**config.mk**
```make
export PLATFORM = sky130hd
export DESIGN_NAME = slot_spin_ctrl_flat
export DESIGN_NICKNAME = d
export VERILOG_FILES = /design/src/rtl/slot_spin_ctrl_pkg.sv /design/src/rtl/slot_spin_ctrl_if.sv /design/src/rtl/slot_spin_ctrl_tick_gen.sv /design/src/rtl/slot_spin_ctrl.sv /design/src/flat_wrapper.sv
export SDC_FILE = /design/constraint.sdc
export NUM_CORES = 1
export LEC_CHECK = 0
export ABC_AREA = 1
export ABC_CLOCK_PERIOD_IN_PS = 3600
export CAP_MARGIN = 40
export CORE_MARGIN = 2
export CORE_UTILIZATION = 53
export DETAILED_ROUTE_END_ITERATION = 10
export PLACE_DENSITY = 0.8
export SLEW_MARGIN = 20
export SYNTH_ARGS = -nofsm -noshare
export SYNTH_HDL_FRONTEND = slang
export SYNTH_SLANG_ARGS = --single-unit
```
**constraint.sdc**
```tcl
create_clock -name clk -period 3.6 [get_ports clk]
set_clock_uncertainty 0.2 [all_clocks]
set_input_delay 0.54 -clock clk [delete_from_list [all_inputs] [get_ports clk]]
set_output_delay 0.54 -clock clk [all_outputs]
set_load 0.01 [all_outputs]
```
**src/rtl/slot_spin_ctrl_pkg.sv**
```systemverilog
// Shared types and constants for the slot reel/credit sequencer and its SPI decoder.
package slot_pkg;

  localparam int REEL_IDX_W = 4;
  localparam int CREDIT_W   = 12;

  localparam logic [3:0] REQ_SPIN   = 4'h1;
  localparam logic [3:0] REQ_WIN    = 4'h2;
  localparam logic [3:0] REQ_UPDATE = 4'h3;

  typedef enum logic [1:0] {IDLE, SPIN, SHOW_WIN, ACK} spin_state_t;

  typedef logic [REEL_IDX_W-1:0] reel_idx_t;
  typedef logic [CREDIT_W-1:0]   credit_t;

  function automatic reel_idx_t clamp_idx(input reel_idx_t idx, input int unsigned num_sym);
    return (32'(idx) >= num_sym) ? reel_idx_t'(num_sym - 1) : idx;
  endfunction

endpackage

```
**src/rtl/slot_spin_ctrl_if.sv**
```systemverilog
// Request/display bundle between the SPI decoder (master) and the sequencer (slave).
interface slot_spin_ctrl_if;
  import slot_pkg::*;

  logic       start_spin;
  reel_idx_t  reel1_idx, reel2_idx, reel3_idx;
  logic       is_win;
  credit_t    win_credits;
  logic       is_total;
  credit_t    total_credits;

  reel_idx_t  reel1_pos, reel2_pos, reel3_pos;
  logic [2:0] reel_moving;
  logic       win_valid;
  credit_t    win_value;
  credit_t    credits_disp;
  logic       busy;
  logic       done;

  modport master (
    output start_spin, reel1_idx, reel2_idx, reel3_idx, is_win, win_credits,
           is_total, total_credits,
    input  reel1_pos, reel2_pos, reel3_pos, reel_moving, win_valid, win_value,
           credits_disp, busy, done
  );

  modport slave (
    input  start_spin, reel1_idx, reel2_idx, reel3_idx, is_win, win_credits,
           is_total, total_credits,
    output reel1_pos, reel2_pos, reel3_pos, reel_moving, win_valid, win_value,
           credits_disp, busy, done
  );

endinterface

```
**src/rtl/slot_spin_ctrl_tick_gen.sv**
```systemverilog
// Step-rate divider: tick_o on the last of every TICK_DIV enabled cycles; clr_i restarts the count.
module slot_tick_gen #(
  parameter int TICK_DIV = 250000
) (
  input  logic clk,
  input  logic reset,
  input  logic clr_i,
  input  logic en_i,
  output logic tick_o
);

  localparam int CW = $clog2(TICK_DIV);

  logic [CW-1:0] cnt_q, cnt_d;

  assign tick_o = en_i && (cnt_q == CW'(TICK_DIV - 1));

  always_comb begin
    cnt_d = cnt_q;
    if (clr_i)     cnt_d = '0;
    else if (en_i) cnt_d = tick_o ? '0 : cnt_q + CW'(1);
  end

  always_ff @(posedge clk) begin
    if (reset) cnt_q <= '0;
    else       cnt_q <= cnt_d;
  end

endmodule

```
**src/rtl/slot_spin_ctrl.sv**
```systemverilog
// Reel spin / win display / credit sequencer with one shared done ack.
// Build option SLOT_WIN_BLINK_EN: win_valid toggles every step during the win hold.
module slot_spin_ctrl
  import slot_pkg::*;
#(
  parameter int TICK_DIV      = 250000,
  parameter int NUM_SYMBOLS   = 16,
  parameter int MIN_STEPS     = 32,
  parameter int STAGGER_STEPS = 8,
  parameter int WIN_HOLD      = 40
) (
  input logic            clk,
  input logic            reset,
  slot_spin_ctrl_if.slave bus
);

  spin_state_t state_q, state_d;
  logic [7:0]  step_q, step_d, step_nx;
  logic [7:0]  last_stop_q, last_stop_d;
  logic [2:0]  moving_q, moving_d;
  logic        pend_q, pend_d;
  credit_t     win_val_q, win_val_d;
  credit_t     cred_q, cred_d;
  logic [1:0]  tot_q, tot_d;
  logic        tick, spin_tick, start_go;
  logic [2:0]  stop_now;
  logic [2:0][REEL_IDX_W-1:0] idx_in, pos_w;

  assign idx_in    = {bus.reel3_idx, bus.reel2_idx, bus.reel1_idx};
  assign step_nx   = (step_q == 8'hFF) ? step_q : step_q + 8'd1;
  assign spin_tick = tick && (state_q == SPIN);

  slot_tick_gen #(.TICK_DIV(TICK_DIV)) u_tick (
    .clk    (clk),
    .reset  (reset),
    .clr_i  (state_d != state_q),
    .en_i   ((state_q == SPIN) || (state_q == SHOW_WIN)),
    .tick_o (tick)
  );

  // Reels stop strictly in order, so the most recent stop step always belongs to reel k-1.
  for (genvar k = 0; k < 3; k++) begin : g_reel
    reel_idx_t pos_q, tgt_q, pos_nx;
    logic      elig;

    assign pos_nx = (pos_q == reel_idx_t'(NUM_SYMBOLS - 1)) ? '0 : pos_q + reel_idx_t'(1);
    if (k == 0) begin : g_first
      assign elig = (step_nx >= 8'(MIN_STEPS));
    end else begin : g_next
      assign elig = !moving_q[k-1] &&
                    ({1'b0, step_nx} >= ({1'b0, last_stop_q} + 9'(STAGGER_STEPS)));
    end
    assign stop_now[k] = spin_tick && moving_q[k] && elig && (pos_nx == tgt_q);
    assign pos_w[k]    = pos_q;

    always_ff @(posedge clk) begin
      if (reset) begin
        pos_q <= '0;
        tgt_q <= '0;
      end else begin
        if (start_go)                   tgt_q <= clamp_idx(idx_in[k], NUM_SYMBOLS);
        if (spin_tick && moving_q[k])   pos_q <= pos_nx;
      end
    end
  end

  always_comb begin
    state_d     = state_q;
    step_d      = step_q;
    last_stop_d = last_stop_q;
    moving_d    = moving_q;
    pend_d      = pend_q;
    win_val_d   = win_val_q;
    cred_d      = bus.is_total ? bus.total_credits : cred_q;
    tot_d       = {tot_q[0], bus.is_total};
    start_go    = 1'b0;

    unique case (state_q)
      IDLE: begin
        if (bus.start_spin) begin
          start_go = 1'b1;
          state_d  = SPIN;
          step_d   = '0;
          moving_d = 3'b111;
        end else if (bus.is_win) begin
          state_d = SHOW_WIN;
        end
      end
      SPIN: begin
        if (tick) begin
          step_d   = step_nx;
          moving_d = moving_q & ~stop_now;
          if (|stop_now) last_stop_d = step_nx;
          if (stop_now[2]) state_d = pend_q ? SHOW_WIN : ACK;
        end
      end
      SHOW_WIN: begin
        if (tick) begin
          step_d = step_nx;
          if (step_nx == 8'(WIN_HOLD)) state_d = ACK;
        end
      end
      ACK:     state_d = IDLE;
      default: state_d = IDLE;
    endcase

    if (bus.is_win) begin
      win_val_d = bus.win_credits;
      if ((state_q != IDLE) || bus.start_spin) pend_d = 1'b1;
    end
    // Entering the display consumes the pending win and reuses step_q as the hold counter.
    if ((state_d == SHOW_WIN) && (state_q != SHOW_WIN)) begin
      pend_d = 1'b0;
      step_d = '0;
    end
  end

  always_ff @(posedge clk) begin
    if (reset) begin
      state_q     <= IDLE;
      step_q      <= '0;
      last_stop_q <= '0;
      moving_q    <= '0;
      pend_q      <= 1'b0;
      win_val_q   <= '0;
      cred_q      <= '0;
      tot_q       <= '0;
    end else begin
      state_q     <= state_d;
      step_q      <= step_d;
      last_stop_q <= last_stop_d;
      moving_q    <= moving_d;
      pend_q      <= pend_d;
      win_val_q   <= win_val_d;
      cred_q      <= cred_d;
      tot_q       <= tot_d;
    end
  end

`ifdef SLOT_WIN_BLINK_EN
  logic blink_q, blink_d;

  always_comb begin
    blink_d = blink_q;
    if (state_d != SHOW_WIN)      blink_d = 1'b0;
    else if (state_q != SHOW_WIN) blink_d = 1'b1;
    else if (tick)                blink_d = ~blink_q;
  end

  always_ff @(posedge clk) begin
    if (reset) blink_q <= 1'b0;
    else       blink_q <= blink_d;
  end

  assign bus.win_valid = blink_q;
`else
  assign bus.win_valid = (state_q == SHOW_WIN);
`endif

  assign bus.reel1_pos    = pos_w[0];
  assign bus.reel2_pos    = pos_w[1];
  assign bus.reel3_pos    = pos_w[2];
  assign bus.reel_moving  = moving_q;
  assign bus.win_value    = win_val_q;
  assign bus.credits_disp = cred_q;
  assign bus.busy         = (state_q != IDLE);
  assign bus.done         = (state_q == ACK) || tot_q[1];

endmodule

```
**src/flat_wrapper.sv**
```systemverilog
// flat-port wrapper written by rule: the top's interface ports become plain ports
module slot_spin_ctrl_flat import slot_pkg::*;
#(
  parameter int TICK_DIV      = 250000,
  parameter int NUM_SYMBOLS   = 16,
  parameter int MIN_STEPS     = 32,
  parameter int STAGGER_STEPS = 8,
  parameter int WIN_HOLD      = 40
)
  (clk, reset, bus_start_spin, bus_reel1_idx, bus_reel2_idx, bus_reel3_idx, bus_is_win, bus_win_credits, bus_is_total, bus_total_credits, bus_reel1_pos, bus_reel2_pos, bus_reel3_pos, bus_reel_moving, bus_win_valid, bus_win_value, bus_credits_disp, bus_busy, bus_done);
  slot_spin_ctrl_if bus_i ();
  input logic clk;
  input logic reset;
  input wire logic [$bits(bus_i.start_spin)-1:0] bus_start_spin;
  input wire logic [$bits(bus_i.reel1_idx)-1:0] bus_reel1_idx;
  input wire logic [$bits(bus_i.reel2_idx)-1:0] bus_reel2_idx;
  input wire logic [$bits(bus_i.reel3_idx)-1:0] bus_reel3_idx;
  input wire logic [$bits(bus_i.is_win)-1:0] bus_is_win;
  input wire logic [$bits(bus_i.win_credits)-1:0] bus_win_credits;
  input wire logic [$bits(bus_i.is_total)-1:0] bus_is_total;
  input wire logic [$bits(bus_i.total_credits)-1:0] bus_total_credits;
  output wire logic [$bits(bus_i.reel1_pos)-1:0] bus_reel1_pos;
  output wire logic [$bits(bus_i.reel2_pos)-1:0] bus_reel2_pos;
  output wire logic [$bits(bus_i.reel3_pos)-1:0] bus_reel3_pos;
  output wire logic [$bits(bus_i.reel_moving)-1:0] bus_reel_moving;
  output wire logic [$bits(bus_i.win_valid)-1:0] bus_win_valid;
  output wire logic [$bits(bus_i.win_value)-1:0] bus_win_value;
  output wire logic [$bits(bus_i.credits_disp)-1:0] bus_credits_disp;
  output wire logic [$bits(bus_i.busy)-1:0] bus_busy;
  output wire logic [$bits(bus_i.done)-1:0] bus_done;
  assign bus_i.start_spin = bus_start_spin;
  assign bus_i.reel1_idx = bus_reel1_idx;
  assign bus_i.reel2_idx = bus_reel2_idx;
  assign bus_i.reel3_idx = bus_reel3_idx;
  assign bus_i.is_win = bus_is_win;
  assign bus_i.win_credits = bus_win_credits;
  assign bus_i.is_total = bus_is_total;
  assign bus_i.total_credits = bus_total_credits;
  assign bus_reel1_pos = bus_i.reel1_pos;
  assign bus_reel2_pos = bus_i.reel2_pos;
  assign bus_reel3_pos = bus_i.reel3_pos;
  assign bus_reel_moving = bus_i.reel_moving;
  assign bus_win_valid = bus_i.win_valid;
  assign bus_win_value = bus_i.win_value;
  assign bus_credits_disp = bus_i.credits_disp;
  assign bus_busy = bus_i.busy;
  assign bus_done = bus_i.done;
  slot_spin_ctrl #(.TICK_DIV(TICK_DIV), .NUM_SYMBOLS(NUM_SYMBOLS), .MIN_STEPS(MIN_STEPS), .STAGGER_STEPS(STAGGER_STEPS), .WIN_HOLD(WIN_HOLD)) u_core (.clk(clk), .reset(reset), .bus(bus_i));
endmodule
```
==> summary.md <==
| Metric | Value |
|---|---|
| Net Count, Synth | `721` |
| Routed wire length | `11.9 mm` |
| Compound-Gate Fraction of Synth Area | `13.3%` |
| RSZ-0062 raised after global routing | `false` |
| Cell Int Power | `1.84 mW` |
| Leakage power | `2.38 nW` |
| Final hold slack | `0.212 ns` |
| Comb pwr share | `37.8%` |
| Simple-gate area share of the yosys netlist | `30.7%` |
| Commonest non-fill, non-tap cell in the layout | `nor2_1` |
| Finished Cell Area | `5940 um2` |
| Post-Syn Instances | `662` |
| TritonCTS clock tree | `done` |
| Sequential fraction of the synthesis area | `37.6%` |
| Vias | `4,646` |
| Vias per Instance | `5.42` |
| Die W | `99.1 um` |
| WL/cell | `13.9 um` |
| Fraction of registers with async set/reset | `0%` |
| Vias in the first global route | `4,568` |
| Clk root buf | `clkbuf_8` |
| Gpl congestion | `1.02` |
| Initial Utilization | `54.7%` |
| Reg clk slew, reported paths | `0.09 ns` |
| Post-layout power | `3.02 mW` |
| Gr ovfl total | `0` |
| H-tree depth | `3` |
| Switching pwr | `1.19 mW` |
| I/O Buffers | `82` |
| Worst Tran Pin Value | `0.586 ns` |
| Family with the most delay on the worst path | `simple AND/OR/NAND/NOR gates` |
| Result of the run | `completed` |
| Flop2flop setup slack | `0.33 ns` |
| Dpl cell area | `5710 um2` |
| Peak supply drop | `0.327 mV` |
| Slew HR | `60.9%` |
| Core area | `8760 um2` |
| Endpoints failing setup | `0` |
| CP arrival | `3.35 ns` |
| Required @ worst endpoint | `3.68 ns` |
| Fmax | `305 MHz` |
| Pwr dens | `509 nW/um2` |
| Final Non-Filler Cells | `857` |
| Switching Fraction | `39.3%` |
| Number of clock sinks | `90` |
| CP Launch Type | `register` |
| Clock Tree Buf Depth | `2` |
| Number of DRC markers in iteration 0 | `314` |
| DRC violations left | `0` |
| Worst skew pair latency | `0.36 ns` |
| Synth-to-Final Area Change | `23.9%` |
| Main synth FF type | `dfxtp_1` |
| Num rows | `34` |
| Mean Syn Cell Area | `7.24 um2` |
| Adder-Cell Fraction of Synth Area | `4.70%` |
| Synthesized flop and latch total | `90` |
| Critical path peak fanout | `18` |
| Buf/Inv on CP | `2` |
| Num CTS Buffers | `9` |
| Post-Synth XOR/XNOR Area | `5.45%` |
| Boundary pin count | `83` |
| Post-route ant nets | `0` |
| Final Cycle Share | `90.9%` |
| Largest family of logic cells by synthesized area | `simple AND/OR/NAND/NOR gates` |
| Distinct cells, synth | `42` |
| Share of cells above drive strength 1 | `10.4%` |
| Max-slew violation count | `0` |
| Crit Path Category | `register to register` |
| Multiplexer share of the synthesized area | `0%` |
| GRT Total Usage | `24.8%` |
| CP max stage cell | `dfxtp_1` |
| Antenna violations before repair | `0` |
| Seq pwr share | `39.0%` |
| Nets | `803` |
| Global-route wire length before repair | `20.2 mm` |
| Number of flops mapped to enable cells by yosys | `0` |
| Largest net degree at the start of global routing | `40` |
| Most common cell on crit path | `nand2_1` |
| # fillers | `748` |
| Hold Path Class | `register to register` |
| Max incr delay on CP | `0.39 ns` |
| Clock network power share | `23.3%` |
| ANT cells | `0` |
| YS warnings | `0` |
| Crit end category | `register` |
| DIE AREA | `9820 um2` |
| Final HPWL from detailed placement | `8.99 mm` |
| Mapped Area | `4790 um2` |
| Max Cap Viol | `0` |
| Fin crit period | `3.27 ns` |
| Most frequent cells in the layout | `nor2_1 (106), dfxtp_1 (89), nand2_1 (85), clkdlybuf4s50_1 (82), inv_1 (75)` |
| Post-CTS Hold Buffers | `0` |
| Final Hold Viols | `0` |
| Drt first pass iters | `5` |
| Inst Count DP | `840` |
| Final setup TNS | `0 ns` |
| Die Y | `99.1 um` |
## path summary, 6_finish.rpt
check,from,to,cells past startpoint
worst min-delay path,u_core.tot_q[0]$_SDFF_PP0_,u_core.tot_q[1]$_SDFF_PP0_,2
worst max-delay path,u_core.step_q[0]$_SDFFE_PP0P_,u_core.u_tick.cnt_q[11]$_SDFFE_PP0N_,25
worst min register to register,u_core.tot_q[0]$_SDFF_PP0_,u_core.tot_q[1]$_SDFF_PP0_,2
worst max register to register,u_core.step_q[0]$_SDFFE_PP0P_,u_core.u_tick.cnt_q[11]$_SDFFE_PP0N_,25
## cell usage after synthesis, types with 2 or more instances
| master | number | area, um2 |
|---|---|---|
| nand3_1 | 31 | 155 |
| nand3_4 | 2 | 35.0 |
| ha_1 | 18 | 225 |
| xor2_1 | 21 | 184 |
| inv_1 | 75 | 282 |
| nand3_2 | 4 | 40.0 |
| xnor2_1 | 7 | 61.3 |
| nor2_2 | 4 | 25.0 |
| inv_2 | 6 | 22.5 |
| a32oi_1 | 2 | 17.5 |
| o21ai_1 | 2 | 10.0 |
| o211ai_1 | 2 | 15.0 |
| clkbuf_1 | 14 | 52.6 |
| nand4_1 | 13 | 81.3 |
| nor2_1 | 106 | 398 |
| nor3_1 | 18 | 90.1 |
| or2_2 | 3 | 18.8 |
| o21ai_2 | 2 | 17.5 |
| nand2_2 | 13 | 81.3 |
| o21ai_0 | 73 | 365 |
| a21oi_1 | 31 | 155 |
| buf_6 | 2 | 22.5 |
| nor3_2 | 13 | 130 |
| nor4_1 | 9 | 56.3 |
| dfxtp_1 | 90 | 1800 |
| nand2_1 | 85 | 319 |
## through the flow
stage | util [%] | worst slack [ns]
finish | 67.8 | 0.326
global route | 67.8 | 0.0290
CTS | 67.4 | 0.256
detailed placement | 65.1 | 0.327
global placement | 65.1 | 0.495
floorplan | - | 0.717
## layout make-up
cell class	instances	area, um2	area share, %
well taps	108	135	2.28
multi-input cells	472	2610	43.9
clock buffers	9	124	2.09
repair buffers	89	886	14.9
inverters	82	308	5.18
clock inverters	7	76.3	1.29
flip-flops and latches	90	1800	30.4
## flip-flops by register name (all words and copies together) (netlist names)
signal,count
u_core.pend_q,1
u_core.last_stop_q,8
u_core.tot_q,2
u_core.bus.reel3_pos,4
u_core.bus.reel_moving,3
u_core.bus.win_value,12
u_core.step_q,8
u_core.bus.credits_disp,12
u_core.bus.reel2_pos,4
u_core.u_tick.cnt_q,18
u_core.bus.reel1_pos,4
u_core.state_q,2
u_core.g_reel.tgt_q,12
## what timing repair did
item	in CTS	in global routing
setup endpoints to repair	0	20
resized for setup	0	3
setup buffers	0	1
## cell families (layout without fill, tap and decap cells)
logic type                 Yosys count  count (layout)
buffers and inverters              100             187
adders and majority gates           18              18
xor gates and xnor gates            29              29
DFF                                 90              90
AOI/OAI and AO/OA                  119             119
and+or+nand+nor                    306             306
## per-layer routing
metal | wire length (um) | GRT usage, % | up-vias
met5 | 0 | 0 | -
met4 | 187 | 8.75 | 0
met3 | 971 | 7.73 | 21
met2 | 5760 | 41.9 | 160
met1 | 4990 | 30.0 | 2132
li1 | - | - | 2333
## worst min-delay path, delay by kind of cell (launching register included)
kind	cells	cell delay, ns
DFF	1	0.30
and+or+nand+nor	1	0.03
buffers and inverters	1	0.04
## power groups by stage
stage	Sequential, mW	Clock [mW]	Combinational (mW)
after global placement	1.19	0	1.06
final	1.18	0.704	1.14
after CTS	1.17	0.719	1.10
after detailed placement	1.20	0	1.09
after floorplan	1.19	0	0.734
after global routing	1.19	0.761	1.26
(Power assumes the default switching activity.)
